`config.mk`:
```
export PLATFORM = sky130hd
export DESIGN_NAME = regfile_issue_flat
export DESIGN_NICKNAME = d
export VERILOG_FILES = /design/src/rtl/regfile_issue_if.sv /design/src/rtl/regfile_issue.sv /design/src/flat_wrapper.sv
export SDC_FILE = /design/constraint.sdc
export NUM_CORES = 1
export LEC_CHECK = 0
export BUFFER_PORTS_ARGS = -buffer_cell sky130_fd_sc_hd__buf_2
export CAP_MARGIN = 20
export CORE_MARGIN = 1
export CORE_UTILIZATION = 52
export DETAILED_ROUTE_END_ITERATION = 10
export PLACE_DENSITY = 0.79
export SYNTH_ARGS = -nofsm -noshare
export SYNTH_HDL_FRONTEND = slang
export SYNTH_SLANG_ARGS = --single-unit
```
`constraint.sdc`:
```
create_clock -name iCLK_WB -period 2.4 [get_ports iCLK_WB]
set_clock_uncertainty 0.05 [all_clocks]
set_input_delay 0.24 -clock iCLK_WB [delete_from_list [all_inputs] [get_ports iCLK_WB]]
set_output_delay 0.24 -clock iCLK_WB [all_outputs]
set_load 0.005 [all_outputs]
```
`src/rtl/regfile_issue_if.sv`:
```
// Bundle of decode-side issue, execute-side operand, writeback and PC signals
// exchanged with the register file / issue stage.
interface regfile_issue_if #(
  parameter int DW   = 8,
  parameter int NREG = 4,
  parameter int PC_W = 8
);
  localparam int IW = $clog2(NREG);

  logic                 issue_valid;
  logic                 issue_ready;
  logic [IW-1:0]        src1_idx;
  logic [IW-1:0]        src2_idx;
  logic [DW-1:0]        imm_val;
  logic                 src2_is_imm;
  logic                 dst_we;
  logic [IW-1:0]        dst_idx;
  logic                 op_valid;
  logic                 op_ready;
  logic [DW-1:0]        src1_val;
  logic [DW-1:0]        src2_val;
  logic                 op_dst_we;
  logic [IW-1:0]        op_dst_idx;
  logic [PC_W-1:0]      op_pc;
  logic                 wb_valid;
  logic [IW-1:0]        wb_idx;
  logic [DW-1:0]        wb_val;
  logic                 pc_load;
  logic [PC_W-1:0]      pc_target;
  logic [PC_W-1:0]      pc;
  logic [NREG*DW-1:0]   regs;
  logic [NREG-1:0]      busy;

  modport master (
    output issue_valid, src1_idx, src2_idx, imm_val, src2_is_imm, dst_we, dst_idx,
    output op_ready, wb_valid, wb_idx, wb_val, pc_load, pc_target,
    input  issue_ready, op_valid, src1_val, src2_val, op_dst_we, op_dst_idx, op_pc,
    input  pc, regs, busy
  );

  modport slave (
    input  issue_valid, src1_idx, src2_idx, imm_val, src2_is_imm, dst_we, dst_idx,
    input  op_ready, wb_valid, wb_idx, wb_val, pc_load, pc_target,
    output issue_ready, op_valid, src1_val, src2_val, op_dst_we, op_dst_idx, op_pc,
    output pc, regs, busy
  );
endinterface

```
`src/rtl/regfile_issue.sv`:
```
// Register file + operand-issue stage: busy scoreboard with RAW/WAW stall,
// same-cycle writeback bypass, PC tracking and a valid/ready bundle to execute.
module regfile_issue #(
  parameter int DW      = 8,
  parameter int NREG    = 4,
  parameter int PC_W    = 8,
  parameter int R0_ZERO = 0
) (
  input logic           iRST,
  input logic           iCLK_WB,
  regfile_issue_if.slave bus
);
  localparam int IW = $clog2(NREG);

  logic [DW-1:0]      regs_q [NREG];
  logic [NREG*DW-1:0] regs_flat;
  logic [NREG-1:0]    busy_q;
  logic [NREG-1:0]    busy_nxt;
  logic [NREG-1:0]    wb_hit;
  logic [NREG-1:0]    busy_eff;
  logic [PC_W-1:0]    pc_q;
  logic               hazard;
  logic               ready;
  logic               accept;
  logic [DW-1:0]      src1_rd;
  logic [DW-1:0]      src2_rd;

  logic               vld_p1;
  logic               dst_we_p1;
  logic [DW-1:0]      src1_p1;
  logic [DW-1:0]      src2_p1;
  logic [IW-1:0]      dst_idx_p1;
  logic [PC_W-1:0]    pc_p1;

  function automatic logic hardwired_zero(input logic [IW-1:0] idx);
    return (R0_ZERO != 0) && (idx == '0);
  endfunction

  // ---- stage p0: scoreboard lookup, operand read with writeback bypass ----
  always_comb begin
    for (int i = 0; i < NREG; i++)
      wb_hit[i] = bus.wb_valid && (bus.wb_idx == IW'(i));
  end

  assign busy_eff = busy_q & ~wb_hit;

  always_comb begin
    src1_rd = regs_q[bus.src1_idx];
    if (wb_hit[bus.src1_idx])
      src1_rd = bus.wb_val;
    if (hardwired_zero(bus.src1_idx))
      src1_rd = '0;
    src2_rd = regs_q[bus.src2_idx];
    if (wb_hit[bus.src2_idx])
      src2_rd = bus.wb_val;
    if (hardwired_zero(bus.src2_idx))
      src2_rd = '0;
    if (bus.src2_is_imm)
      src2_rd = bus.imm_val;
  end

  assign hazard = busy_eff[bus.src1_idx]
                | (~bus.src2_is_imm & busy_eff[bus.src2_idx])
                | (bus.dst_we & busy_eff[bus.dst_idx]);
  assign ready  = ~iRST & ~bus.pc_load & ~hazard & (~vld_p1 | bus.op_ready);
  assign accept = bus.issue_valid & ready;

  // A writeback clearing the same bit that a new writer claims loses to the set.
  always_comb begin
    busy_nxt = busy_eff;
    if (accept && bus.dst_we && !hardwired_zero(bus.dst_idx))
      busy_nxt[bus.dst_idx] = 1'b1;
  end

  always_ff @(posedge iCLK_WB or posedge iRST) begin
    if (iRST) begin
      for (int i = 0; i < NREG; i++)
        regs_q[i] <= '0;
    end else if (bus.wb_valid && !hardwired_zero(bus.wb_idx)) begin
      regs_q[bus.wb_idx] <= bus.wb_val;
    end
  end

  always_ff @(posedge iCLK_WB or posedge iRST) begin
    if (iRST) begin
      busy_q <= '0;
      pc_q   <= '0;
      vld_p1 <= 1'b0;
    end else begin
      busy_q <= busy_nxt;
      if (accept)
        pc_q <= pc_q + 1'b1;
      else if (bus.pc_load)
        pc_q <= bus.pc_target;
      if (accept)
        vld_p1 <= 1'b1;
      else if (bus.op_ready)
        vld_p1 <= 1'b0;
    end
  end

  // ---- stage p1: operand bundle held until execute takes it ----
  always_ff @(posedge iCLK_WB or posedge iRST) begin
    if (iRST) begin
      src1_p1    <= '0;
      src2_p1    <= '0;
      dst_we_p1  <= 1'b0;
      dst_idx_p1 <= '0;
      pc_p1      <= '0;
    end else if (accept) begin
      src1_p1    <= src1_rd;
      src2_p1    <= src2_rd;
      dst_we_p1  <= bus.dst_we;
      dst_idx_p1 <= bus.dst_idx;
      pc_p1      <= pc_q;
    end
  end

  always_comb begin
    for (int i = 0; i < NREG; i++)
      regs_flat[i*DW +: DW] = regs_q[i];
  end

  assign bus.issue_ready = ready;
  assign bus.op_valid    = vld_p1;
  assign bus.src1_val    = src1_p1;
  assign bus.src2_val    = src2_p1;
  assign bus.op_dst_we   = dst_we_p1;
  assign bus.op_dst_idx  = dst_idx_p1;
  assign bus.op_pc       = pc_p1;
  assign bus.pc          = pc_q;
  assign bus.regs        = regs_flat;
  assign bus.busy        = busy_q;
endmodule

```
`src/flat_wrapper.sv`:
```
// flat-port wrapper written by rule: the top's interface ports become plain ports
module regfile_issue_flat 
#(
  parameter int DW      = 8,
  parameter int NREG    = 4,
  parameter int PC_W    = 8,
  parameter int R0_ZERO = 0
)
  (iRST, iCLK_WB, bus_issue_valid, bus_src1_idx, bus_src2_idx, bus_imm_val, bus_src2_is_imm, bus_dst_we, bus_dst_idx, bus_op_ready, bus_wb_valid, bus_wb_idx, bus_wb_val, bus_pc_load, bus_pc_target, bus_issue_ready, bus_op_valid, bus_src1_val, bus_src2_val, bus_op_dst_we, bus_op_dst_idx, bus_op_pc, bus_pc, bus_regs, bus_busy);
  regfile_issue_if #(.DW(DW), .NREG(NREG), .PC_W(PC_W)) bus_i ();
  input logic iRST;
  input logic iCLK_WB;
  input wire logic [$bits(bus_i.issue_valid)-1:0] bus_issue_valid;
  input wire logic [$bits(bus_i.src1_idx)-1:0] bus_src1_idx;
  input wire logic [$bits(bus_i.src2_idx)-1:0] bus_src2_idx;
  input wire logic [$bits(bus_i.imm_val)-1:0] bus_imm_val;
  input wire logic [$bits(bus_i.src2_is_imm)-1:0] bus_src2_is_imm;
  input wire logic [$bits(bus_i.dst_we)-1:0] bus_dst_we;
  input wire logic [$bits(bus_i.dst_idx)-1:0] bus_dst_idx;
  input wire logic [$bits(bus_i.op_ready)-1:0] bus_op_ready;
  input wire logic [$bits(bus_i.wb_valid)-1:0] bus_wb_valid;
  input wire logic [$bits(bus_i.wb_idx)-1:0] bus_wb_idx;
  input wire logic [$bits(bus_i.wb_val)-1:0] bus_wb_val;
  input wire logic [$bits(bus_i.pc_load)-1:0] bus_pc_load;
  input wire logic [$bits(bus_i.pc_target)-1:0] bus_pc_target;
  output wire logic [$bits(bus_i.issue_ready)-1:0] bus_issue_ready;
  output wire logic [$bits(bus_i.op_valid)-1:0] bus_op_valid;
  output wire logic [$bits(bus_i.src1_val)-1:0] bus_src1_val;
  output wire logic [$bits(bus_i.src2_val)-1:0] bus_src2_val;
  output wire logic [$bits(bus_i.op_dst_we)-1:0] bus_op_dst_we;
  output wire logic [$bits(bus_i.op_dst_idx)-1:0] bus_op_dst_idx;
  output wire logic [$bits(bus_i.op_pc)-1:0] bus_op_pc;
  output wire logic [$bits(bus_i.pc)-1:0] bus_pc;
  output wire logic [$bits(bus_i.regs)-1:0] bus_regs;
  output wire logic [$bits(bus_i.busy)-1:0] bus_busy;
  assign bus_i.issue_valid = bus_issue_valid;
  assign bus_i.src1_idx = bus_src1_idx;
  assign bus_i.src2_idx = bus_src2_idx;
  assign bus_i.imm_val = bus_imm_val;
  assign bus_i.src2_is_imm = bus_src2_is_imm;
  assign bus_i.dst_we = bus_dst_we;
  assign bus_i.dst_idx = bus_dst_idx;
  assign bus_i.op_ready = bus_op_ready;
  assign bus_i.wb_valid = bus_wb_valid;
  assign bus_i.wb_idx = bus_wb_idx;
  assign bus_i.wb_val = bus_wb_val;
  assign bus_i.pc_load = bus_pc_load;
  assign bus_i.pc_target = bus_pc_target;
  assign bus_issue_ready = bus_i.issue_ready;
  assign bus_op_valid = bus_i.op_valid;
  assign bus_src1_val = bus_i.src1_val;
  assign bus_src2_val = bus_i.src2_val;
  assign bus_op_dst_we = bus_i.op_dst_we;
  assign bus_op_dst_idx = bus_i.op_dst_idx;
  assign bus_op_pc = bus_i.op_pc;
  assign bus_pc = bus_i.pc;
  assign bus_regs = bus_i.regs;
  assign bus_busy = bus_i.busy;
  regfile_issue #(.DW(DW), .NREG(NREG), .PC_W(PC_W), .R0_ZERO(R0_ZERO)) u_core (.iRST(iRST), .iCLK_WB(iCLK_WB), .bus(bus_i));
endmodule
```
Word level (Yosys, flattened, before mapping):

Index checks and enable logic that the tools add are counted.

* output and inout bits: 73
* bits of input ports: 40
* logic and storage cells: 83
* register bits: 72

* multiplexer cells: 29
* $lt $le $gt $ge: 8
* reduce and logical (&&, ||, !) cells: 10
* bitwise operators: 20
* add/subtract/negate cells: 1
* equal/unequal tests: 3

Operators with widths (count)
* $mux 8: 10
* $bmux 8 s2: 2
* $bwmux 32: 1
* $demux 8 s2: 1
* $bmux 1 s2: 5
* $ge 3x3->1 const B: 3
* $lt 2x3->1 const B: 3
* $not 2->3: 3
* $add 8x1->8 const B: 1
* $mux 1: 8
* $logic_and 1x1->1: 7
* $and 1x1->1: 6
* $not 1->1: 5
* $and 4x4->4: 1
* $eq 2x2->1 const B: 2
* $mux 4: 1
* $not 4->4: 1
* $or 4x4->4: 1
* $reduce_bool 2->1: 2
* $lt 3x1->1 const B: 1
* $or 1x1->1: 3
* $demux 1 s2: 1
* $eq 2x1->1 const B: 1
* $ge 2x1->1 const B: 1
* $logic_not 2->1: 1

Depth between registers and ports, before layout:

Gate-level depths: netlist of run 1.

* depth after elaboration: 15
* gate-level depth with buffers: 10
* depth with buffers taken out: 6

Least setup slack after synthesis of run 1:

No wires, ideal clock.

* path type: input port to flip-flop
* from: input port bus_wb_idx[1]
* to: register u_core.dst_idx_p1[1] (netlist: u_core.bus.op_dst_idx[1])
* stages on the path: 9
* arrival time: 2116 ps
* buffers on the path: 3
* slack: 107 ps
* data required time: 2222 ps
* setup time: 128 ps
* cell sequence: buf_2 -> nor3b_4 -> nand2b_1 -> o311ai_1 -> a221oi_2 -> and3_1 -> buf_4 -> buf_6 -> mux2_1

* cells in the longest elaborated chain, start to end: 13
* elaborated cells between the ends (all ways): 24
* those cells by class: eq/ne: 3; mux: 6; bitwise: 10; reduce/logical: 5

RTL lines
* from (decl): RTL line flat_wrapper.sv:22 `input wire logic [$bits(bus_i.wb_idx)-1:0] bus_wb_idx;`
* $eq 2x1->1, or another cell as far along: RTL line regfile_issue.sv:42 `wb_hit[i] = bus.wb_valid && (bus.wb_idx == IW'(i));`
* $logic_and 1x1->1: RTL line regfile_issue.sv:42
* $not 4->4 (*): RTL line regfile_issue.sv:45 `assign busy_eff = busy_q & ~wb_hit;`
* $and 4x4->4 (*): RTL line regfile_issue.sv:45
* $bmux 1 s2: RTL line regfile_issue.sv:63 `| (~bus.src2_is_imm & busy_eff[bus.src2_idx])`
* $mux 1 (not written as such): RTL line regfile_issue.sv:63
* $and 1x1->1: RTL line regfile_issue.sv:63
* $or 1x1->1: RTL line regfile_issue.sv:63
* $or 1x1->1 (*): RTL line regfile_issue.sv:64 `| (bus.dst_we & busy_eff[bus.dst_idx]);`
* $not 1->1 (*): RTL line regfile_issue.sv:65 `assign ready = ~iRST & ~bus.pc_load & ~hazard & (~vld_p1 | bus.op_ready);`
* $and 1x1->1 (*) (2 in series): RTL line regfile_issue.sv:65
* $and 1x1->1 (*): RTL line regfile_issue.sv:66 `assign accept = bus.issue_valid & ready;`
* to (signal assigned): RTL line regfile_issue.sv:114 `dst_idx_p1 <= bus.dst_idx;`
* to (decl): RTL line regfile_issue.sv:32 `logic [IW-1:0] dst_idx_p1;`

Every way passes the cells marked *; elsewhere a longest branch is shown, timed or not. The select of a mux whose other input is x is not followed.
A chain may end at the register's enable or synchronous reset.

Worst setup path after layout of run 1:

* from: input port iRST
* to: output port bus_issue_ready

* cells in the longest elaborated chain, start to end: 4

RTL lines
* from (decl): RTL line flat_wrapper.sv:11 `input logic iRST;`
* $not 1->1: RTL line regfile_issue.sv:65
* $and 1x1->1 (3 in series): RTL line regfile_issue.sv:65
* to (decl): RTL line flat_wrapper.sv:26 `output wire logic [$bits(bus_i.issue_ready)-1:0] bus_issue_ready;`

No other way between the ends.

==> parameters.txt, run 1 <==
Parameter                              Value

Flow run
  Max-Cap Viols    0

STA
  Final slew viol count    0
  Max frequency    440 MHz
  Tcrit/Tclk final    0.946
  Slew HR    0.581
  Number of setup violations in the final report    0
  Post-Route Setup TNS    0 ns
  Slew at the pin closest to its max-slew limit    0.627 ns
  Setup repair after global routing missed its margin    false
  Final Hold Violating Endpoints    0
  Min Clock Period, post-route    around 2.3 ns

Routing
  Pre-Repair DR Iteration Count    6
  Iteration-0 DRC Markers    200
  Avg Vias per Cell    slightly below 6
  Detailed-routed wire length on met3    just under 800 microns
  Met1 wire length    4.24 mm
  DRC errors left    0
  Detailed Route WL    9.81 mm
  Top sig layer    met4
  Wire length per cell after detailed routing    18.6 microns
  Vias    roughly 3100
  Met2 routed WL    4.57 mm
  Residual antenna-violating net count after detailed routing    0

Power and ir drop
  Ratio of total power to cell area    764 mW/mm^2
  Final total power    3620 uW
  Largest vdd supply drop    469 uV
  Leakage component of the power    0.00223 uW

Setup path
  Setup crit start kind    primary input
  Nature of the critical path endpoint    primary output
  Crit. Startpoint    iRST
  Slowest stage cell on the critical path    sky130_fd_sc_hd__dlygate4sd3_1
  CP Data Required Time    2.11 ns
  Stage delay of the slowest cell on the critical path    0.53 ns
  Critical-path cell list    dlygate4sd3_1 -> buf_2 -> or3_1 -> a221oi_2 -> buf_6 -> and2_1 -> buf_2
  Worst setup path class    primary input to primary output
  Crit Reg-Reg Startpoint    u_core.bus.busy[1]$_DFF_PP0_
  Kind of cell adding the most delay to the critical path    buffers and inverters
  Arr. time, crit path    1.98 ns
  Cell mode on critical path    sky130_fd_sc_hd__buf_2
  Crit path buf inv count    4
  Maximum fanout along the worst path    8

Layout
  Fraction of layout cells with a size suffix above 1    0.498
  Antenna Cells    0
  Most common library cell in the layout ignoring fill and taps    sky130_fd_sc_hd__buf_2
  Commonest cells after routing, fill and taps aside    sky130_fd_sc_hd__buf_2, sky130_fd_sc_hd__dfrtp_1, sky130_fd_sc_hd__mux2_2
  Synthesis-to-finish area growth    24.7%
  Final net count    468

Yosys
  Biggest area consumer among synthesized cells    sky130_fd_sc_hd__dfrtp_1
  Syn Nets    347
  Distinct cell type count of the synthesized netlist    38
  Average size of a mapped cell    between 10 and 15 sq um
  Synthesis warning total    0
  Synth area leaders    sky130_fd_sc_hd__dfrtp_1, sky130_fd_sc_hd__mux2_2, sky130_fd_sc_hd__mux4_2, sky130_fd_sc_hd__mux2i_1, sky130_fd_sc_hd__nand2_1
  Cell count after synthesis    306
  Area of the mapped netlist    between 0.003 and 0.004 sq mm
  Fraction of synthesized cell area taken by the top area cell type    0.474
  FF+latch count, synth    72
  Proportion of synthesized chip area in sequential cells    0.474

GRT
  Maximum number of pins on one net before global-route repair    37
  All-layer global routing usage    0.273
  Via count of the first global-routing pass    just under 3000
  Number of antenna violations at the first check in global routing    0
  Remaining global-route overflow    0
  Global-route wire length before repair    approximately 15 mm

Placed design
  Number of buffers added on ports    112
  Final RePlAce weighted congestion    0.902
  Total half-perimeter wirelength after legalization and detailed placement    around 7.0 mm

CTS
  CTS Buf Count    9
  H-tree Lvls    3
  Clock-pin transition on the worst setup and hold timing paths    0.07 ns
  Clock tree root buffer cell    sky130_fd_sc_hd__clkbuf_8
  Clock latency of the later-clocked register in the worst-skew pair    about 0.35 ns
  Max Buffers Root-to-Sink    2
  TritonCTS clock tree    yes
  TritonCTS sink count    ~70

Die
  Number of primary I/O pins    roughly 110
  Die width    87.5 microns
  Core area    between 0.006 and 0.007 sq mm
  Die area    between 0.007 and 0.008 sq mm
  Initial standard-cell utilization of the core    0.550
  Number of placement rows    30
  Chip height    87.5 microns

Hold path
  Class of the worst hold path    primary input to register
  Hold path start    bus_pc_target[5]

Status
  Outcome    completed
## synth_stat cells, drive strengths merged
cell and number:
o21ai 10, o311ai 1, o211ai 6, or2 1, o2111ai 5, nand4 5
ha 1, nor2b 3, nor2 6, a221oi 1, nand3b 2, nand4b 1
a21oi 9, clkbuf 7, xnor2 4, a31oi 9, o31ai 4, mux4 17
nor3 1, nor3b 3, nand2 22, buf 17, and2 5, mux2 51
a311o 2, nand3 8, or3 1, o41ai 1, nand2b 9, dfrtp 72
inv 4, mux2i 17, and3 1
## layout make-up
class                           instances  area, sq um
Fill cell                             564         2170
Multi-Input combinational cell        206         1870
Sequential cell                        72         1800
Timing Repair Buffer                  134          757
Clock buffer                           11          141
Tap cell                               96          120
Clock inverter                          5         32.5
Inverter                                4         15.0
## what timing repair did
item | 4_1_cts | 5_1_grt
hold endpoints to repair | 26 | 0
gates resized for setup | 0 | 1
hold buffers | 1 | 0
setup buffers | 0 | 3
endpoints found under the setup margin | 0 | 1
## path summary, 6_finish.rpt
kind	end	slack [ns]	cells past startpoint
setup reg to reg	u_core.bus.src2_val[3]$_DFFE_PP0P_	0.20	5
max in group asynchronous	u_core.bus.regs[27]$_DFFE_PP0P_	1.21	4
hold / removal	u_core.bus.pc[5]$_DFFE_PP0P_	0.07	3
setup / recovery	bus_issue_ready	0.13	7
hold reg to reg	u_core.bus.op_dst_idx[1]$_DFFE_PP0P_	0.43	1
min in group asynchronous	u_core.bus.op_valid$_DFFE_PP0P_	0.47	3
## report_power, final
part / leakage [uW] / total [uW] / switching [uW] / internal, uW
Combinational: 0.00128 / 1030 / 440 / 593
Clock: 0.0000813 / 864 / 465 / 400
Sequential: 0.000863 / 1720 / 221 / 1500
Total: 0.00223 / 3620 / 1130 / 2490
## cells by family after synthesis
| logic type | after synthesis | synth area share |
|---|---|---|
| flops | 72 | 0.474 |
| mux | 85 | 0.297 |
| compound gates | 48 | 0.0850 |
| simple gates | 68 | 0.0959 |
| xor+xnor | 4 | 0.00922 |
| fa+ha+maj | 1 | 0.00329 |
| buf+inv | 28 | 0.0353 |
## per-stage QoR
step	cell area, sq um	hold WS (ns)	utilization	setup WS, ns	std cells
CTS	4710	0.0647	0.682	0.0211	525
detailed placement	4520	0.323	0.655	0.212	508
global placement	4520	0.306	0.655	0.266	508
global route	4730	0.0784	0.686	0.0496	528
finish	4730	0.0709	0.686	0.129	528
floorplan	3800	0.324	-	0.107	306
## flip-flops by register name (all words and copies together), names as in the netlist, 2 cells and up
name	cells
u_core.bus.pc	8
u_core.bus.regs	32
u_core.bus.op_dst_idx	2
u_core.bus.op_pc	8
u_core.bus.src2_val	8
u_core.bus.busy	4
u_core.bus.src1_val	8
## layer usage
metal  vias to the layer above  track usage
li1                       1384            -
met1                      1539        0.373
met2                       147        0.415
met3                        22       0.0626
met4                         0        0.128
met5                         -            0
## tightest hold or removal path, cell delays in order
cell                       delay [ns]
sky130_fd_sc_hd__buf_2           0.07
sky130_fd_sc_hd__nand2_1         0.04
sky130_fd_sc_hd__o211ai_1        0.07
Power figures use the tool's default switching activity.
==> inputs of run 2 (changes only) <==
--- a/config.mk
+++ b/config.mk
@@ -5,10 +5,14 @@
 export SDC_FILE = /design/constraint.sdc
 export NUM_CORES = 1
 export LEC_CHECK = 0
+export ABC_AREA = 1
 export BUFFER_PORTS_ARGS = -buffer_cell sky130_fd_sc_hd__buf_2
 export CAP_MARGIN = 20
+export CELL_PAD_IN_SITES_DETAIL_PLACEMENT = 0
+export CELL_PAD_IN_SITES_GLOBAL_PLACEMENT = 1
 export CORE_MARGIN = 1
-export CORE_UTILIZATION = 52
+export CORE_UTILIZATION = 37
+export CTS_CLUSTER_SIZE = 12
 export DETAILED_ROUTE_END_ITERATION = 10
 export PLACE_DENSITY = 0.79
 export SYNTH_ARGS = -nofsm -noshare
==> parameters.txt, run 2 <==
Parameter                              Value

Yosys
  Syn Nets    560 (+61%)
  Proportion of synthesized chip area in sequential cells    0.458 (-0.0163)
  Synthesis warning total    0 (unchanged)
  EDFF count, synth    0 (unchanged)
  FF+latch count, synth    72 (unchanged)
  Synth area leaders    sky130_fd_sc_hd__dfrtp_1, sky130_fd_sc_hd__nand2_1, sky130_fd_sc_hd__o21ai_0, sky130_fd_sc_hd__nor2_1, sky130_fd_sc_hd__o21ai_1
  Cell with the most instances after synthesis    sky130_fd_sc_hd__nand2_1
  Distinct cell type count of the synthesized netlist    27 (-29%)
  Biggest area consumer among synthesized cells    sky130_fd_sc_hd__dfrtp_1
  Area of the mapped netlist    0.00393 sq mm (+3.6%)
  Async S/R FF share, synth    1.00 (unchanged)
  Average size of a mapped cell    7.58 sq um (-39%)
  Predominant post-synthesis flop cell    sky130_fd_sc_hd__dfrtp_1
  Cell count after synthesis    519 (+70%)
  Fraction of synthesized cell area taken by the top area cell type    0.458 (-0.0163)
  List of most frequent post-synthesis cells    sky130_fd_sc_hd__nand2_1, sky130_fd_sc_hd__o21ai_0, sky130_fd_sc_hd__dfrtp_1

CTS
  Post-CTS setup repair buffer count    0 (unchanged)
  Max Buffers Root-to-Sink    2 (unchanged)
  H-tree Lvls    3 (unchanged)
  Clock latency of the later-clocked register in the worst-skew pair    0.36 ns (about the same)
  CTS Buf Count    9 (unchanged)
  TritonCTS clock tree    yes
  Post-CTS resize count    0 (unchanged)
  TritonCTS sink count    72 (unchanged)
  Clock-pin transition on the worst setup and hold timing paths    0.08 ns (about the same)
  Clock tree root buffer cell    sky130_fd_sc_hd__clkbuf_8

Setup path
  Critical path capture point    bus_issue_ready
  CP Data Required Time    2.11 ns (about the same)
  Arr. time, crit path    1.85 ns (-0.13 ns)
  Worst-case reg-to-reg path depth    9 (+4)
  Setup crit start kind    primary input
  Crit. Startpoint    iRST
  Crit Reg-Reg Startpoint    u_core.bus.op_valid$_DFFE_PP0P_
  FF-to-FF setup slack    0.41 ns (+0.21 ns)
  Nature of the critical path endpoint    primary output
  Worst setup path class    primary input to primary output
  Critical R2R Capture    u_core.bus.src1_val[3]$_DFFE_PP0P_
  Maximum fanout along the worst path    2 (-6)

Die
  Chip height    105 microns (+20%)
  Die area    0.0110 sq mm (+44%)
  Number of primary I/O pins    113 (unchanged)
  Die width    105 microns (+20%)
  Number of placement rows    37 (+23%)
  Initial standard-cell utilization of the core    0.381 (-0.169)
  Core area    0.0103 sq mm (+49%)

STA
  Setup repair after global routing missed its margin    false
  Tcrit/Tclk final    0.894 (-0.0525)
  Max frequency    466 MHz (+5.9%)
  Final Hold Violating Endpoints    0 (unchanged)
  Final slew viol count    0 (unchanged)
  Slew at the pin closest to its max-slew limit    0.610 ns (-0.0165 ns)
  Number of setup violations in the final report    0 (unchanged)
  Slew HR    0.592 (+0.0110)
  Min Clock Period, post-route    2.14 ns (-0.126 ns)
  Post-Route Setup TNS    0 ns (unchanged)

Placed design
  Post-Place Cells    747 (+47%)
  Final RePlAce weighted congestion    0.843 (-6.5%)
  Total half-perimeter wirelength after legalization and detailed placement    8.74 mm (+24%)
  Area of placed instances    0.00460 sq mm (+1.8%)
  Number of buffers added on ports    112 (unchanged)

Layout
  Non-filler cells, final    764 (+45%)
  Flip-flop count of the largest register, all copies and words added    32 (unchanged)
  Fraction of layout cells with a size suffix above 1    0.255 (-0.243)
  Area occupied by registers    0.00180 sq mm (unchanged)
  Most common library cell in the layout ignoring fill and taps    sky130_fd_sc_hd__nand2_1
  Synthesis-to-finish area growth    22.9%
  Summed area of non-filler cells in the final layout    0.00483 sq mm (+2.1%)
  Final net count    665 (+42%)
  Antenna Cells    0 (unchanged)
  Count of filler cells inserted in the layout    1060 (+88%)
  Combined area of the multi-input logic cells    0.00185 sq mm (-0.80%)
  Commonest cells after routing, fill and taps aside    sky130_fd_sc_hd__nand2_1, sky130_fd_sc_hd__buf_2, sky130_fd_sc_hd__o21ai_0

Flow run
  Max-Cap Viols    0 (unchanged)

Routing
  Met1 wire length    5.35 mm (+26%)
  Wire length per cell after detailed routing    15.7 microns (-15%)
  DRC errors left    0 (unchanged)
  Detailed-routed wire length on met3    637 microns (-18%)
  Vias    3937 (+27%)
  Iteration-0 DRC Markers    273 (+37%)
  Top sig layer    met4
  Residual antenna-violating net count after detailed routing    0 (unchanged)
  Detailed Route WL    12.0 mm (+22%)
  Avg Vias per Cell    5.15 (-12%)
  Met2 routed WL    5.79 mm (+27%)
  Pre-Repair DR Iteration Count    5 (-1)

GRT
  Global-route wire length before repair    19.5 mm (+27%)
  All-layer global routing usage    0.228 (-0.0455)
  Number of antenna violations at the first check in global routing    0 (unchanged)
  Via count of the first global-routing pass    3818 (+30%)
  Maximum number of pins on one net before global-route repair    33 (-11%)
  Remaining global-route overflow    0 (unchanged)

Power and ir drop
  Largest vdd supply drop    313 uV (-33%)
  Leakage component of the power    0.00252 uW (+13%)
  Ratio of total power to cell area    738 mW/mm^2 (-3.4%)

Hold path
  Class of the worst hold path    primary input to register
  Hold path start    bus_dst_idx[1]

Status
  Outcome    completed
## run 2: final cells by class
class / instances / area share
tap: 136 / 0.0352
inverter: 30 / 0.0233
timing repair buffer: 125 / 0.142
clock buffer: 9 / 0.0256
multi-input combinational: 386 / 0.383
sequential: 72 / 0.373
clock inverter: 6 / 0.0176
## run 2: worst max-delay path, cell delays in order
cell and delay (ns):
sky130_fd_sc_hd__dlygate4sd3_1 0.53, sky130_fd_sc_hd__buf_2 0.13, sky130_fd_sc_hd__nor3_1 0.36, sky130_fd_sc_hd__nand2_1 0.15, sky130_fd_sc_hd__nor2_4 0.14, sky130_fd_sc_hd__nand3_2 0.12
sky130_fd_sc_hd__inv_1 0.08, sky130_fd_sc_hd__buf_2 0.10
## run 2: stage by stage
| stage | utilization | total power (uW) | hold slack [ns] | setup WS [ns] |
|---|---|---|---|---|
| floorplan | - | 2100 | 0.271 | 0.285 |
| global placement | 0.446 | 2520 | 0.300 | 0.324 |
| detailed placement | 0.446 | 2540 | 0.307 | 0.278 |
| CTS | 0.468 | 3600 | 0.108 | 0.261 |
| global route | 0.468 | 3790 | 0.116 | 0.143 |
| finish | 0.468 | 3570 | 0.124 | 0.255 |
## run 2: worst min path at each step
stage,end,slack (ns),cells after the start
floorplan,u_core.bus.op_valid$_DFFE_PP0P_,0.27,1
global placement,u_core.bus.pc[0]$_DFFE_PP0P_,0.30,2
detailed placement,u_core.bus.pc[0]$_DFFE_PP0P_,0.31,2
CTS,u_core.bus.op_dst_idx[1]$_DFFE_PP0P_,0.11,3
global route,u_core.bus.op_dst_idx[1]$_DFFE_PP0P_,0.12,3
finish,u_core.bus.op_dst_idx[1]$_DFFE_PP0P_,0.12,3
## run 2: what timing repair did
action / CTS / global route
endpoints found under the setup margin: 0 / 0
hold endpoints to repair: 25 / 0
hold buffers: 2 / 0
## run 2: power breakdown
part / switching [uW] / total, uW / leakage [uW] / internal (uW)
registers: 213 / 1650 / 0.000905 / 1440
clock network: 469 / 1040 / 0.000101 / 575
logic: 485 / 868 / 0.00152 / 383
## run 2: kinds of logic after synthesis
family	Yosys count	synth area share
xor+xnor	5	0.0111
fa+ha+maj	1	0.00318
buf+inv	61	0.0709
compound gates	125	0.168
flops	72	0.458
simple gates	255	0.289
## run 2: layer usage
layer,global-route usage,vias up
li1,-,1923
met3,0.0374,20
met4,0.110,0
met1,0.294,1847
met5,0,-
met2,0.371,147
==> inputs of run 3 (changes only) <==
--- a/config.mk
+++ b/config.mk
@@ -14,7 +14,7 @@
 export CORE_UTILIZATION = 37
 export CTS_CLUSTER_SIZE = 12
 export DETAILED_ROUTE_END_ITERATION = 10
-export PLACE_DENSITY = 0.79
+export PLACE_DENSITY_LB_ADDON = 0.12
 export SYNTH_ARGS = -nofsm -noshare
 export SYNTH_HDL_FRONTEND = slang
 export SYNTH_SLANG_ARGS = --single-unit
==> parameters.txt, run 3 (synthesis gave the netlist of run 2 again) <==
Parameter                              Value

Power and ir drop
  Ratio of total power to cell area    740 mW/mm^2 (+0.32%)
  Largest vdd supply drop    295 uV (-6.0%)
  Leakage component of the power    0.00253 uW (+0.42%)
  Final total power    3590 uW (+0.78%)

Layout
  Synthesis-to-finish area growth    23.5%
  Fraction of layout cells with a size suffix above 1    0.256 (+0.000778)
  Commonest cells after routing, fill and taps aside    sky130_fd_sc_hd__nand2_1, sky130_fd_sc_hd__buf_2, sky130_fd_sc_hd__o21ai_0
  Non-filler cells, final    767 (+0.39%)
  Count of filler cells inserted in the layout    1060 (unchanged)
  Most common library cell in the layout ignoring fill and taps    sky130_fd_sc_hd__nand2_1
  Final net count    666 (+0.15%)
  Combined area of the multi-input logic cells    0.00185 sq mm (unchanged)
  Area occupied by registers    0.00180 sq mm (unchanged)
  Flip-flop count of the largest register, all copies and words added    32 (unchanged)
  Summed area of non-filler cells in the final layout    0.00486 sq mm (+0.47%)

STA
  Max frequency    475 MHz (+1.8%)
  Post-Route Hold Slack    0.120 ns (-0.00389 ns)
  Final Hold Violating Endpoints    0 (unchanged)
  Min Clock Period, post-route    2.11 ns (-0.0376 ns)
  Tcrit/Tclk final    0.878 (-0.0157)
  Post-Route Setup TNS    0 ns (unchanged)
  Slew at the pin closest to its max-slew limit    0.568 ns (-0.0421 ns)
  Setup repair after global routing missed its margin    false
  Number of setup violations in the final report    0 (unchanged)
  Slew HR    0.621 (+0.0281)
  Final slew viol count    0 (unchanged)

Setup path
  CP Data Required Time    2.11 ns (about the same)
  Worst setup path class    primary input to primary output
  Nature of the critical path endpoint    primary output
  Arr. time, crit path    1.82 ns (-0.03 ns)
  Setup crit start kind    primary input
  Crit Reg-Reg Startpoint    u_core.bus.op_valid$_DFFE_PP0P_
  Crit. Startpoint    iRST
  Maximum fanout along the worst path    2 (unchanged)

GRT
  All-layer global routing usage    0.224 (-0.00386)
  Number of antenna violations at the first check in global routing    2 (+2)
  Global-route wire length before repair    19.2 mm (-1.4%)
  Remaining global-route overflow    0 (unchanged)
  Via count of the first global-routing pass    3677 (-3.7%)
  Maximum number of pins on one net before global-route repair    61 (+85%)

CTS
  TritonCTS clock tree    yes
  CTS Buf Count    9 (unchanged)
  H-tree Lvls    3 (unchanged)
  Max Buffers Root-to-Sink    2 (unchanged)
  Clock-pin transition on the worst setup and hold timing paths    0.08 ns (about the same)
  Clock tree root buffer cell    sky130_fd_sc_hd__clkbuf_8
  TritonCTS sink count    72 (unchanged)
  Clock latency of the later-clocked register in the worst-skew pair    0.35 ns (about the same)

Die
  Number of primary I/O pins    113 (unchanged)
  Initial standard-cell utilization of the core    0.381 (unchanged)
  Number of placement rows    37 (unchanged)
  Chip height    105 microns (unchanged)
  Core area    0.0103 sq mm (unchanged)
  Die width    105 microns (unchanged)
  Die area    0.0110 sq mm (unchanged)

Routing
  DRC errors left    0 (unchanged)
  Detailed Route WL    11.8 mm (-1.7%)
  Iteration-0 DRC Markers    206 (-25%)
  Residual antenna-violating net count after detailed routing    0 (unchanged)
  Avg Vias per Cell    5.02 (-2.6%)
  Vias    3849 (-2.2%)
  Pre-Repair DR Iteration Count    4 (-1)
  Wire length per cell after detailed routing    15.4 microns (-2.1%)

Placed design
  Number of buffers added on ports    112 (unchanged)
  Total half-perimeter wirelength after legalization and detailed placement    8.43 mm (-3.6%)
  Area of placed instances    0.00461 sq mm (+0.16%)
  Final RePlAce weighted congestion    0.788 (-6.6%)
  Post-Place Cells    748 (+0.13%)

Flow run
  Max-Cap Viols    0 (unchanged)

Hold path
  Hold path start    bus_dst_idx[0]
  Class of the worst hold path    primary input to register

Status
  Outcome    completed
## run 3: cell count changes in the layout (fill, tap and decap cells not counted)
cell and change:
sky130_fd_sc_hd__clkbuf_1 +1, sky130_fd_sc_hd__buf_4 +1, sky130_fd_sc_hd__clkinv_2 -1, sky130_fd_sc_hd__clkbuf_8 +1, sky130_fd_sc_hd__diode_2 +1
## run 3: report_power, final
part / switching, uW / leakage, uW / internal [uW]
sequential: 198 / 0.000905 / 1440
combinational: 480 / 0.00152 / 385
clock: 478 / 0.000106 / 613
## run 3: through the flow
step	worst slack [ns]	util
6_report	0.293	0.470
2_1_floorplan	0.285	-
3_3_place_gp	0.446	0.447
4_1_cts	0.254	0.470
3_5_place_dp	0.406	0.447
5_1_grt	0.121	0.470
## run 3: worst max-delay path, stage by stage
cell and delay, ns:
sky130_fd_sc_hd__dlygate4sd3_1 0.53, sky130_fd_sc_hd__buf_2 0.13, sky130_fd_sc_hd__nor3_1 0.32, sky130_fd_sc_hd__nand2_1 0.15, sky130_fd_sc_hd__nor2_4 0.14, sky130_fd_sc_hd__nand3_2 0.11, sky130_fd_sc_hd__inv_1 0.09, sky130_fd_sc_hd__buf_2 0.11
## run 3: layer usage
layer | wire length, microns | global-route usage
met4 | 141 | 0.0765
met5 | 9 | 0
met1 | 5430 | 0.294
met2 | 5640 | 0.368
met3 | 590 | 0.0424
## run 3: layout make-up
type,instances,share of cell area
diodes,1,0.000515
clock buffers,11,0.0291
clock inverters,5,0.0165
inverters,30,0.0232
multi-input cells,386,0.381
flip-flops and latches,72,0.371
well taps,136,0.0350
repair buffers,126,0.143
## run 3: what timing repair did
item                                   in CTS  in global routing
endpoints found under the hold margin      25                  0
gates resized for setup                     0                  0
setup endpoints to repair                   0                  0
setup buffers                               0                  0
hold buffers                                2                  0
## run 3: final timing paths
check,endpoint,slack (ns),cells past startpoint
min in group asynchronous,u_core.bus.pc[5]$_DFFE_PP0P_,0.45,3
hold / removal,u_core.bus.op_dst_idx[0]$_DFFE_PP0P_,0.12,3
hold reg to reg,u_core.bus.src2_val[3]$_DFFE_PP0P_,0.43,2
setup reg to reg,u_core.bus.busy[2]$_DFF_PP0_,0.61,9
max in group asynchronous,u_core.bus.regs[27]$_DFFE_PP0P_,1.17,4
setup / recovery,bus_issue_ready,0.29,8
